**src/rtl/led_fade_pkg.sv**
```systemverilog
// Shared types and arithmetic helpers for the LED fade driver.
// Channel states plus saturating brightness steps and the squared-duty gamma curve.
package led_fade_pkg;

    typedef enum logic [1:0] {
        OFF  = 2'd0,
        RISE = 2'd1,
        ON   = 2'd2,
        FALL = 2'd3
    } fade_state_e;

    // Operands are at most PWM_BITS wide, so 32 bits always holds the one-bit-wider sum.
    function automatic int unsigned sat_add(input int unsigned val,
                                            input int unsigned step,
                                            input int unsigned max_val);
        int unsigned sum;
        sum = val + step;
        return (sum > max_val) ? max_val : sum;
    endfunction

    function automatic int unsigned sat_sub(input int unsigned val,
                                            input int unsigned step);
        return (val < step) ? 32'd0 : (val - step);
    endfunction

    // Square-law duty with full scale pinned so a fully lit LED never flickers.
    function automatic int unsigned gamma_duty(input int unsigned bright,
                                               input int unsigned bits);
        int unsigned max_val;
        max_val = (32'd1 << bits) - 32'd1;
        if (bright == max_val)
            return max_val;
        return (bright * bright) >> bits;
    endfunction

endpackage

```
**src/rtl/led_fade_chan.sv**
```systemverilog
// One LED channel: fade FSM, brightness register and registered PWM compare.
// Define LED_FADE_GAMMA_EN to drive the pin from a squared brightness curve.
module led_fade_chan
    import led_fade_pkg::*;
#(
    parameter int PWM_BITS = 8,
    parameter int STEP     = 16
) (
    input  logic                clk_i,
    input  logic                rst_ni,
    input  logic                level_i,
    input  logic                tick_i,
    input  logic [PWM_BITS-1:0] pwm_i,
    output logic                led_o,
    output logic [PWM_BITS-1:0] bright_o,
    output logic                busy_o
);

    localparam logic [PWM_BITS-1:0] MAX = '1;

    fade_state_e         r_state;
    logic [PWM_BITS-1:0] r_bright;
    logic                r_led;
    logic [PWM_BITS-1:0] w_up;
    logic [PWM_BITS-1:0] w_dn;
    logic [PWM_BITS-1:0] w_duty;

    assign w_up = PWM_BITS'(sat_add(32'(r_bright), 32'(STEP), 32'(MAX)));
    assign w_dn = PWM_BITS'(sat_sub(32'(r_bright), 32'(STEP)));

`ifdef LED_FADE_GAMMA_EN
    assign w_duty = PWM_BITS'(gamma_duty(32'(r_bright), 32'(PWM_BITS)));
`else
    assign w_duty = r_bright;
`endif

    // A level change always takes priority over a tick arriving in the same clock.
    always_ff @(posedge clk_i) begin
        if (!rst_ni) begin
            r_state  <= OFF;
            r_bright <= '0;
            r_led    <= 1'b0;
        end else begin
            r_led <= (w_duty == MAX) || (w_duty > pwm_i);
            case (r_state)
                OFF: begin
                    if (level_i)
                        r_state <= RISE;
                end
                RISE: begin
                    if (!level_i) begin
                        r_state <= FALL;
                    end else if (tick_i) begin
                        r_bright <= w_up;
                        if (w_up == MAX)
                            r_state <= ON;
                    end
                end
                ON: begin
                    if (!level_i)
                        r_state <= FALL;
                end
                FALL: begin
                    if (level_i) begin
                        r_state <= RISE;
                    end else if (tick_i) begin
                        r_bright <= w_dn;
                        if (w_dn == '0)
                            r_state <= OFF;
                    end
                end
                default: r_state <= OFF;
            endcase
        end
    end

    assign led_o    = r_led;
    assign bright_o = r_bright;
    assign busy_o   = (r_state == RISE) || (r_state == FALL);

endmodule

```
**src/rtl/led_fade_driver.sv**
```systemverilog
// Multi-channel LED fader: shared fade-tick prescaler and PWM counter feeding N channels.
// Optional square-law brightness is selected in the channels by LED_FADE_GAMMA_EN.
module led_fade_driver
    import led_fade_pkg::*;
#(
    parameter int N        = 4,
    parameter int PWM_BITS = 8,
    parameter int FADE_DIV = 24000,
    parameter int STEP     = 16
) (
    input  logic                  clk_i,
    input  logic                  rst_ni,
    input  logic [N-1:0]          level_i,
    output logic [N-1:0]          led_o,
    output logic                  busy_o,
    output logic [N*PWM_BITS-1:0] bright_o
);

    localparam int PRE_W = (FADE_DIV > 1) ? $clog2(FADE_DIV) : 1;

    logic [PRE_W-1:0]    r_pre;
    logic [PWM_BITS-1:0] r_pwm;
    logic                r_busy;
    logic                w_tick;
    logic [N-1:0]        w_busy;

    assign w_tick = (r_pre == PRE_W'(FADE_DIV - 1));

    always_ff @(posedge clk_i) begin
        if (!rst_ni) begin
            r_pre  <= '0;
            r_pwm  <= '0;
            r_busy <= 1'b0;
        end else begin
            r_pre  <= w_tick ? '0 : r_pre + 1'b1;
            r_pwm  <= r_pwm + 1'b1;
            r_busy <= |w_busy;
        end
    end

    generate
        for (genvar gi = 0; gi < N; gi++) begin : g_chan
            led_fade_chan #(
                .PWM_BITS (PWM_BITS),
                .STEP     (STEP)
            ) u_chan (
                .clk_i    (clk_i),
                .rst_ni   (rst_ni),
                .level_i  (level_i[gi]),
                .tick_i   (w_tick),
                .pwm_i    (r_pwm),
                .led_o    (led_o[gi]),
                .bright_o (bright_o[gi*PWM_BITS +: PWM_BITS]),
                .busy_o   (w_busy[gi])
            );
        end
    endgenerate

    assign busy_o = r_busy;

endmodule

```
**config.mk**
```make
export PLATFORM = sky130hd
export DESIGN_NAME = led_fade_driver
export DESIGN_NICKNAME = d
export VERILOG_FILES = /design/src/rtl/led_fade_pkg.sv /design/src/rtl/led_fade_chan.sv /design/src/rtl/led_fade_driver.sv
export SDC_FILE = /design/constraint.sdc
export NUM_CORES = 1
export LEC_CHECK = 0
export BUFFER_PORTS_ARGS = -buffer_cell sky130_fd_sc_hd__buf_2
export CORE_MARGIN = 4
export CORE_UTILIZATION = 45
export CTS_BUF_LIST = sky130_fd_sc_hd__clkbuf_4 sky130_fd_sc_hd__clkbuf_8 sky130_fd_sc_hd__clkbuf_16
export DETAILED_ROUTE_END_ITERATION = 10
export GPL_ROUTABILITY_DRIVEN = 0
export SYNTH_ARGS = -nofsm -noshare
export SYNTH_HDL_FRONTEND = slang
export SYNTH_SLANG_ARGS = --single-unit
```
**constraint.sdc**
```tcl
create_clock -name clk_i -period 4.05 [get_ports clk_i]
set_input_delay 0.81 -clock clk_i [delete_from_list [all_inputs] [get_ports clk_i]]
set_output_delay 0.81 -clock clk_i [all_outputs]
set_load 0.02 [all_outputs]
```
==> results of run 1 <==
==> layout make-up <==
type                    instances  share of cell area (%)
flip-flops and latches         68                    25.4
clock buffers                  15                    3.50
multi-input cells             479                    60.8
inverters                      42                    2.94
well taps                     136                    3.18
repair buffers                 43                    4.06
clock inverters                 1                  0.0934
==> sequential cells by signal (all words and copies together) (netlist names) <==
name / count
busy_o: 1
g_chan.u_chan.bright_o: 32
g_chan.u_chan.led_o: 4
g_chan.u_chan.r_state: 8
r_pre: 15
r_pwm: 8
==> per-layer routing <==
layer | share of wire [%] | wire length [um] | GRT usage (%)
met4 | 1.3 | 165 | 5.77
met3 | 4.1 | 511 | 3.77
met2 | 47 | 5930 | 33.4
met1 | 47 | 5970 | 27.3
met5 | 0 | 0 | 0
==> worst max-delay path by stage <==
stage,start,endpoint,slack (ps),depth (start not counted)
CTS,r_pre[0],g_chan[0].u_chan.r_state[0],1480,7
floorplan,g_chan[2].u_chan.bright_o[4],g_chan[2].u_chan.r_state[0],1690,8
finish,r_pre[0],g_chan[0].u_chan.r_state[0],1410,7
detailed placement,r_pre[0],g_chan[0].u_chan.r_state[0],1490,7
global placement,r_pre[0],g_chan[0].u_chan.r_state[0],1630,7
global route,r_pre[0],g_chan[0].u_chan.r_state[0],1260,7
==> cells by family after synthesis <==
kind of cell               synth area share [%]
DFF                                        27.8
muxes                                      1.92
adders and majority gates                  16.9
xor gates and xnor gates                   3.76
AOI/OAI and AO/OA                          19.3
and+or+nand+nor                            24.7
buffers and inverters                      5.57
==> cells in the final DEF (no fill, tap or decap), types with 12 or more instances in the layout <==
cell	netlist	layout
o21ai_0	29	29
clkbuf_8	0	12
nor3_1	14	14
nand2_1	41	41
a21oi_1	52	52
nor2b_1	15	15
dfxtp_1	68	68
nand3_1	29	29
xnor2_1	12	12
o21a_1	12	12
nor2_1	59	59
inv_1	42	42
ha_1	66	66
buf_2	2	42
==> metrics by stage <==
stage	power, mW	setup slack, ps	cells	utilization (%)
4_1_cts	1.84	1480	784	51.2
3_5_place_dp	1.29	1490	768	49.4
6_report	1.83	1410	784	51.2
2_1_floorplan	1.17	1690	615	-
3_3_place_gp	1.27	1630	768	49.4
5_1_grt	1.95	1260	784	51.2
==> worst max-delay path: cells and delay by family (launching register included) <==
family                   cells  cell delay, ps
flip-flops                   1             380
adder cells (fa/ha/maj)      1             250
AND/OR/NAND/NOR              3            1380
AO/OA/AOI/OAI                3             490
==> power groups by stage <==
| stage | Combinational (mW) | Sequential, mW | Clock (mW) |
|---|---|---|---|
| 6_report | 0.505 | 0.769 | 0.553 |
| 5_1_grt | 0.577 | 0.777 | 0.596 |
| 4_1_cts | 0.505 | 0.768 | 0.568 |
| 3_5_place_dp | 0.502 | 0.784 | 0 |
| 3_3_place_gp | 0.488 | 0.781 | 0 |
| 2_1_floorplan | 0.390 | 0.777 | 0 |
==> impl_metrics.py, run 1 <==
metrics = {
    "sta": {
        "fmax_mhz": 379,
        "whs_ps": 475,
        "worst_slew_pin_slew_ps": 1110,
        "fin_crit_sh_pct": 65.2,
        "final-setup-viol-count": 0,
        "finalClockSkew_ps": 10.5,
        "hold_violations": 0,
        "period_needed_ps": 2640,
        "relSlewSlack_pct": 25.6,
        "setup-tns-final_ps": 0,
        "rsz0062_at_grt": "no",
        "slew_viol_final": 0,
    },
    "power": {
        "p_leak_nw": 2.20,
        "ir_drop_uv": 319,
        "p_clk_share_pct": 30.3,
        "combPwrFrac_pct": 27.6,
        "p_per_area_mw_per_mm2": 341,
        "cell_internal_pwr_mw": 1.21,
        "p_sw_uw": 612,
        "sw_frac_of_total_pct": 33.5,
        "seq_power_share_pct": 42.1,
    },
    "setup_path": {
        "max_stage_delay_ps": 960,
        "crit_type": "register to register",
        "r2r_slack_ps": 1410,
        "path_max_fanout": 5,
        "slowest_stage": "nor4_1",
        "r2r_end": "g_chan[0].u_chan.r_state[0]",
        "cp.required_ps": 4270,
        "cp.arrival_ps": 2860,
        "end_kind": "register",
        "start_kind": "register",
        "r2r-start": "r_pre[0]",
        "r2r_cells": 7,
        "crit_chain": "ha_1 > nand4_1 > nor4_1 > a31o_2 > a211oi_1 > nor4_1 > a211oi_1",
    },
    "detailed_routing": {
        "dr.pass1.iters": 4,
        "wl_per_cell_um": 16.0,
        "viasPerCell": 5.72,
        "drt-initial-drc-count": 309,
        "vias": 4483,
        "drc": 0,
        "postRouteAntennaNets": 0,
        "routed_wl_um": 12600,
    },
    "clocking": {
        "post_cts_buffers": 0,
        "htreeDepth": 3,
        "clk_pin_slew_ps": 80,
        "cts_tree": "built",
        "clock_latency_ps": 350,
        "cts_buffers": 9,
        "ctsHoldBuffers": 0,
        "clockBufferDepth": 2,
        "clkSinkCount": 68,
        "cts-root-buf": "clkbuf_8",
        "cts.repair.resized": 0,
    },
    "job": {
        "maxCapViolCount": 0,
    },
    "die": {
        "die_w_um": 112,
        "start_util_pct": 46.8,
        "die-area_mm2": 0.0126,
        "top_level_ports": 43,
        "core-area_mm2": 0.0105,
        "rows": 37,
        "die_y_um": 112,
    },
    "layout": {
        "drive_gt1_share_pct": 10.8,
        "diodes": 0,
        "multiInputGateArea_mm2": 0.00326,
        "syn_to_final_growth_pct": 9.51,
        "nets": 715,
        "nFillCells": 1017,
        "final_area_mm2": 0.00536,
        "seqCellArea_mm2": 0.00136,
    },
    "hold_path": {
        "worstHoldPathCells": 1,
        "min_path_type": "register to register",
        "min_to": "r_pre[0]",
        "hold_start": "r_pre[0]",
    },
    "yosys": {
        "syn_area_mm2": 0.00489,
        "synth_area_leaders": "dfxtp_1 (28%), ha_1 (17%), a21oi_1 (5.3%)",
        "syn_inst": 615,
        "ys_ff_latch": 68,
        "ys_dominant_reg_cell": "dfxtp_1",
        "synth_area_per_cell_um2": 7.96,
        "synth_edf_count": 0,
        "synth_seq_area_share_pct": 27.8,
        "ys_warn_count": 0,
        "yosysMostFrequentCell": "dfxtp_1",
        "ys_types": 60,
        "async_reset_ff_share_pct": 0,
        "synth_nets": 687,
        "synthTopCellsByCount": "dfxtp_1 (68), ha_1 (66), nor2_1 (59)",
        "yosysTopAreaCell": "dfxtp_1",
        "synth_top_area_share_pct": 27.8,
    },
    "global_routing": {
        "grt_use_total_pct": 20.3,
        "antenna_found_initial": 0,
        "grt_pass1_wl_um": 21300,
        "overflow": 0,
        "grt_pass1_vias": 4314,
        "grt_max_degree": 26,
    },
    "placed_design": {
        "portBuffers": 42,
        "placed_cell_area_mm2": 0.00517,
        "hpwl_um": 9120,
    },
    "status": {
        "status": "complete, no violations",
    },
}
Note: power is estimated with default switching activity, not from simulation.
==> inputs of run 2 (changes only) <==
Settings changed: ABC_AREA set to 1, PLACE_DENSITY set to 0.65.
Clock period 4.05 ns to 2.39 ns, I/O delays scaled along.
==> impl_metrics.py, run 2 <==
metrics = {
    "status": {
        "status": "complete, no violations",
    },
    "clocking": {
        "htreeDepth": 3,
        "post_cts_buffers": 0,
        "clock_latency_ps": 340,
        "ctsHoldBuffers": 0,
        "cts_tree": "built",
        "cts_buffers": 9,
        "clk_pin_slew_ps": 60,
        "cts-root-buf": "clkbuf_16",
        "cts.repair.resized": 0,
        "clkSinkCount": 68,
        "clockBufferDepth": 2,
    },
    "yosys": {
        "synth_area_per_cell_um2": 6.61,
        "ys_dominant_reg_cell": "dfxtp_1",
        "ys_ff_latch": 68,
        "syn_inst": 812,
        "yosysMostFrequentCell": "nand2_1",
        "ys_types": 42,
        "synth_area_leaders": "dfxtp_1 (25%), ha_1 (15%), nand2_1 (12%)",
        "synth_nets": 884,
        "synth_seq_area_share_pct": 25.3,
        "synth_top_area_share_pct": 25.3,
        "ys_warn_count": 0,
        "synthTopCellsByCount": "nand2_1 (178), inv_1 (114), nor2_1 (89)",
        "synth_top_family_by_area": "simple AND/OR/NAND/NOR gates",
        "yosysTopAreaCell": "dfxtp_1",
        "synthAdderAreaFrac_pct": 15.4,
        "synth_xor_area_share_pct": 2.12,
        "synth_edf_count": 0,
        "synth_simple_gate_area_share_pct": 31.7,
        "async_reset_ff_share_pct": 0,
        "synthMuxAreaShare_pct": 0.186,
        "synth_compound_area_share_pct": 15.4,
        "syn_area_mm2": 0.00537,
    },
    "power": {
        "p_leak_nw": 2.99,
        "cell_internal_pwr_mw": 2.65,
        "p_clk_share_pct": 41.6,
        "sw_frac_of_total_pct": 31.3,
        "combPwrFrac_pct": 24.8,
        "ir_drop_uv": 371,
        "p_sw_mw": 1.21,
        "seq_power_share_pct": 33.7,
        "p_per_area_mw_per_mm2": 636,
    },
    "global_routing": {
        "grt_pass1_wl_um": 22400,
        "grt_pass1_vias": 4873,
        "grt_use_total_pct": 20.3,
        "overflow": 0,
        "antenna_found_initial": 0,
        "grt_max_degree": 34,
    },
    "sta": {
        "worst_slew_pin_slew_ps": 398,
        "rsz0062_at_grt": "no",
        "setup-tns-final_ps": 0,
        "relSlewSlack_pct": 73.5,
        "hold_violations": 0,
        "fin_crit_sh_pct": 84.2,
        "slew_viol_final": 0,
        "setup_slack_ps": 379,
        "final-setup-viol-count": 0,
        "finalClockSkew_ps": 7.40,
        "fmax_mhz": 497,
        "period_needed_ps": 2010,
    },
    "detailed_routing": {
        "drc": 0,
        "met1Wirelength_um": 6210,
        "met3_wirelength_um": 604,
        "wl_met2_um": 6360,
        "routed_wl_um": 13500,
        "routed.top_layer": "met4",
        "postRouteAntennaNets": 0,
        "drt-initial-drc-count": 333,
        "viasPerCell": 5.34,
        "vias": 5340,
        "wl_per_cell_um": 13.5,
        "dr.pass1.iters": 5,
    },
    "placed_design": {
        "hpwl_um": 10000,
        "portBuffers": 42,
        "place_ws_ps": 387,
    },
    "layout": {
        "diodes": 0,
        "syn_to_final_growth_pct": 12.9,
        "layout_common_cells": "nand2_1 (178), inv_1 (114), nor2_1 (89), dfxtp_1 (68), ha_1 (66)",
        "final_common_cell": "nand2_1",
        "largest_reg_flops": 32,
        "nets": 924,
        "drive_gt1_share_pct": 10.6,
    },
    "die": {
        "die-area_mm2": 0.0137,
        "start_util_pct": 46.4,
        "top_level_ports": 43,
        "rows": 39,
        "die_w_um": 117,
        "die_y_um": 117,
        "core-area_mm2": 0.0116,
    },
    "job": {
        "maxCapViolCount": 0,
    },
    "hold_path": {
        "worstHoldPathCells": 1,
        "min_path_type": "register to register",
    },
    "setup_path": {
        "end_kind": "register",
        "cp.required_ps": 2630,
        "r2r_slack_ps": 380,
        "r2r_cells": 13,
        "crit_type": "register to register",
        "cp.arrival_ps": 2250,
        "start_kind": "register",
        "path_max_fanout": 10,
    },
}
run 2: changes by cell type after synthesis, moves of 8 or more:
| cell | delta |
|---|---|
| and3_1 | -11 |
| nor4_1 | -8 |
| nand2_1 | +137 |
| nand2b_1 | -10 |
| xnor2_1 | -10 |
| o21ai_0 | +26 |
| nor2b_1 | -15 |
| inv_1 | +72 |
| nor2_1 | +30 |
| a211oi_1 | -8 |
| nand4_1 | +8 |
| nand3_1 | +30 |
| clkbuf_1 | -11 |
run 2: routing by layer:
layer / up-vias / GRT usage, %
met5: - / 0
met4: 0 / 6.80
met3: 26 / 4.32
met2: 131 / 34.0
met1: 2426 / 25.9
li1: 2757 / -
run 2: critical path, cell delays in order (launching register included):
cell,delay (ps)
dfxtp_1,520
inv_1,80
ha_1,290
inv_1,80
nor3_1,140
nand3_1,80
nand2_1,80
nand2_1,140
nand2_1,110
nand3_1,90
nand2_1,100
nand3_1,70
nand2_1,60
nor2_1,40
run 2: final cells by class:
type                       instances  area, um2
inverter                         119        447
timing repair buffer              46        240
clock inverter                     4       95.1
fill                            1150       5500
clock buffer                      12        260
multi-input combinational        608       3480
sequential                        68       1360
tap                              143        179
run 2: path summary, 6_finish.rpt:
| kind | start | to |
|---|---|---|
| hold reg to reg | r_pre[0] | r_pre[0] |
| setup / recovery | g_chan[3].u_chan.bright_o[5] | g_chan[3].u_chan.r_state[0] |
| setup reg to reg | g_chan[3].u_chan.bright_o[5] | g_chan[3].u_chan.r_state[0] |
| hold / removal | r_pre[0] | r_pre[0] |
run 2: cell families after synthesis:
logic type      after synthesis
mux                           1
compound gates              149
xor+xnor                     13
flops                        68
buf+inv                     136
fa+ha+maj                    66
simple gates                379
run 2: stage by stage:
| step | cells | area [um2] | power (mW) | util (%) | hold WS [ps] |
|---|---|---|---|---|---|
| 6_report | 1000 | 6060 | 3.85 | 52.4 | 453 |
| 5_1_grt | 1000 | 6060 | 4.10 | 52.4 | 485 |
| 4_1_cts | 1000 | 6060 | 3.89 | 52.4 | 460 |
| 3_5_place_dp | 984 | 5710 | 2.28 | 49.3 | 444 |
| 3_3_place_gp | 984 | 5710 | 2.24 | 49.3 | 426 |
| 2_1_floorplan | 812 | 5370 | 2.07 | - | 418 |
run 2: power by group through the flow:
stage / registers, mW / logic (mW) / clock network (mW)
after floorplan: 1.31 / 0.763 / 0
after global placement: 1.31 / 0.928 / 0
after detailed placement: 1.32 / 0.954 / 0
after CTS: 1.30 / 0.964 / 1.63
after global routing: 1.31 / 1.10 / 1.69
final: 1.30 / 0.954 / 1.60
==> inputs of run 3 (changes only) <==
Settings changed: ABC_AREA 1 to 0, PLACE_DENSITY 0.65 to not set.
Clock period 2.39 ns to 2.1 ns, I/O delays scaled along.
==> impl_metrics.py, run 3 (synthesis results as in run 1) <==
metrics = {
    "die": {
        "core-area_mm2": 0.0105,
        "top_level_ports": 43,
        "rows": 37,
        "die_w_um": 112,
        "start_util_pct": 46.8,
        "die_y_um": 112,
        "die-area_mm2": 0.0126,
    },
    "power": {
        "p_clk_share_pct": 30.7,
        "sw_frac_of_total_pct": 33.6,
        "cell_internal_pwr_mw": 2.48,
        "p_per_area_mw_per_mm2": 633,
        "combPwrFrac_pct": 29.7,
        "ir_drop_uv": 355,
        "seq_power_share_pct": 39.6,
        "power.total_mw": 3.73,
        "p_sw_mw": 1.25,
        "p_leak_nw": 2.48,
    },
    "sta": {
        "fin_crit_sh_pct": 102,
        "worst_slew_pin_slew_ps": 567,
        "fmax_mhz": 466,
        "final-setup-viol-count": 3,
        "slew_viol_final": 0,
        "period_needed_ps": 2140,
        "finalClockSkew_ps": 9.88,
        "relSlewSlack_pct": 61.9,
        "hold_violations": 0,
        "rsz0062_at_grt": "yes",
        "setup_slack_ps": -43.7,
    },
    "global_routing": {
        "antenna_found_initial": 0,
        "grt_max_degree": 27,
        "grt_use_total_pct": 20.5,
        "grt_pass1_vias": 4484,
        "overflow": 0,
        "grt_pass1_wl_um": 21200,
    },
    "setup_path": {
        "cp.required_ps": 2350,
        "cp.arrival_ps": 2390,
        "path_max_fanout": 6,
        "r2r_cells": 7,
        "r2r_end": "g_chan[1].u_chan.r_state[0]",
        "r2r-start": "r_pre[13]",
        "crit_type": "register to register",
        "r2r_slack_ps": -40,
        "start_kind": "register",
        "end_kind": "register",
    },
    "status": {
        "violations": "setup timing",
        "status": "finished, violations left",
    },
    "layout": {
        "diodes": 0,
        "nFillCells": 1005,
        "layout_common_cells": "ha_1 (63), dfxtp_1 (61), nor2_1 (56), a21oi_1 (52), buf_4 (46)",
        "nets": 763,
        "syn_to_final_growth_pct": 20.6,
        "final-instance-count-excl-fill": 832,
        "drive_gt1_share_pct": 20.8,
        "largest_reg_flops": 32,
        "final_common_cell": "ha_1",
    },
    "detailed_routing": {
        "routed_wl_um": 12700,
        "dr.pass1.iters": 4,
        "vias": 4570,
        "viasPerCell": 5.49,
        "postRouteAntennaNets": 0,
        "drt-initial-drc-count": 314,
        "wl_per_cell_um": 15.2,
        "drc": 0,
    },
    "hold_path": {
        "hold_start": "rst_ni",
        "worstHoldPathCells": 2,
        "min_to": "g_chan[0].u_chan.bright_o[4]",
        "min_path_type": "input port to register",
    },
    "clocking": {
        "clkSinkCount": 68,
        "clock_latency_ps": 370,
        "cts_tree": "built",
        "htreeDepth": 3,
        "cts_buffers": 9,
        "cts-root-buf": "clkbuf_8",
        "clk_pin_slew_ps": 80,
        "clockBufferDepth": 2,
        "ctsHoldBuffers": 0,
    },
    "placed_design": {
        "hpwl_um": 9630,
        "portBuffers": 42,
        "dp.cells": 812,
    },
    "job": {
        "maxCapViolCount": 0,
    },
}
run 3: worst max path at each step:
stage | slack, ps | startpoint | to | cells past startpoint
after global routing | -140 | r_pre[13] | g_chan[3].u_chan.r_state[0] | 7
after floorplan | 10 | r_pre[0] | g_chan[2].u_chan.bright_o[0] | 8
after CTS | -50 | r_pre[13] | g_chan[1].u_chan.r_state[0] | 7
after global placement | 3 | r_pre[0] | g_chan[1].u_chan.r_state[0] | 7
after detailed placement | -100 | r_pre[0] | g_chan[1].u_chan.bright_o[6] | 7
final | -40 | r_pre[13] | g_chan[1].u_chan.r_state[0] | 7
run 3: power groups by stage:
stage          clock network [mW]  logic [mW]  registers (mW)
5_1_grt                      1.23        1.26            1.49
6_report                     1.15        1.11            1.48
4_1_cts                      1.17        1.11            1.48
2_1_floorplan                   0       0.752            1.50
3_3_place_gp                    0       0.987            1.50
3_5_place_dp                    0        1.02            1.51
run 3: area by class of cell:
cell class	instances	area, um2	area share, %
multi-input cells	479	3400	57.6
flip-flops and latches	68	1380	23.3
repair buffers	91	593	10.0
well taps	136	170	2.88
inverters	42	160	2.71
clock buffers	12	159	2.69
clock inverters	4	47.5	0.805
run 3: layer usage:
metal	vias to the layer above	share of wire (%)	GRT usage (%)
li1	2344	-	-
met3	20	4.6	4.85
met1	2126	45	24.9
met2	80	48	34.8
met4	0	1.8	8.09
met5	-	0	0
run 3: worst max-delay path, stage by stage (launching register included):
cell and delay [ps]:
dfxtp_1 310, or3b_4 390, or4_4 550, buf_8 160, o41ai_4 300, a32oi_2 130, nor2_2 130, a211oi_2 50
run 3: what timing repair did:
action | in CTS | in global routing
buffers inserted | 3 | 1
resized for setup | 22 | 9
pin swaps | 15 | 3
endpoints found under the setup margin | 23 | 38
run 3: stage by stage:
step           utilization, %  TNS, ps  area [um2]  hold slack [ps]  setup WS, ps
6_report                 56.4     -105        5900              384         -43.7
5_1_grt                  56.4    -1440        5900              375          -137
4_1_cts                  56.1    -89.4        5870              377         -47.0
3_5_place_dp             52.8    -1330        5530              496          -104
3_3_place_gp             52.8        0        5530              476          3.40
2_1_floorplan               -        0        4930              432          12.0
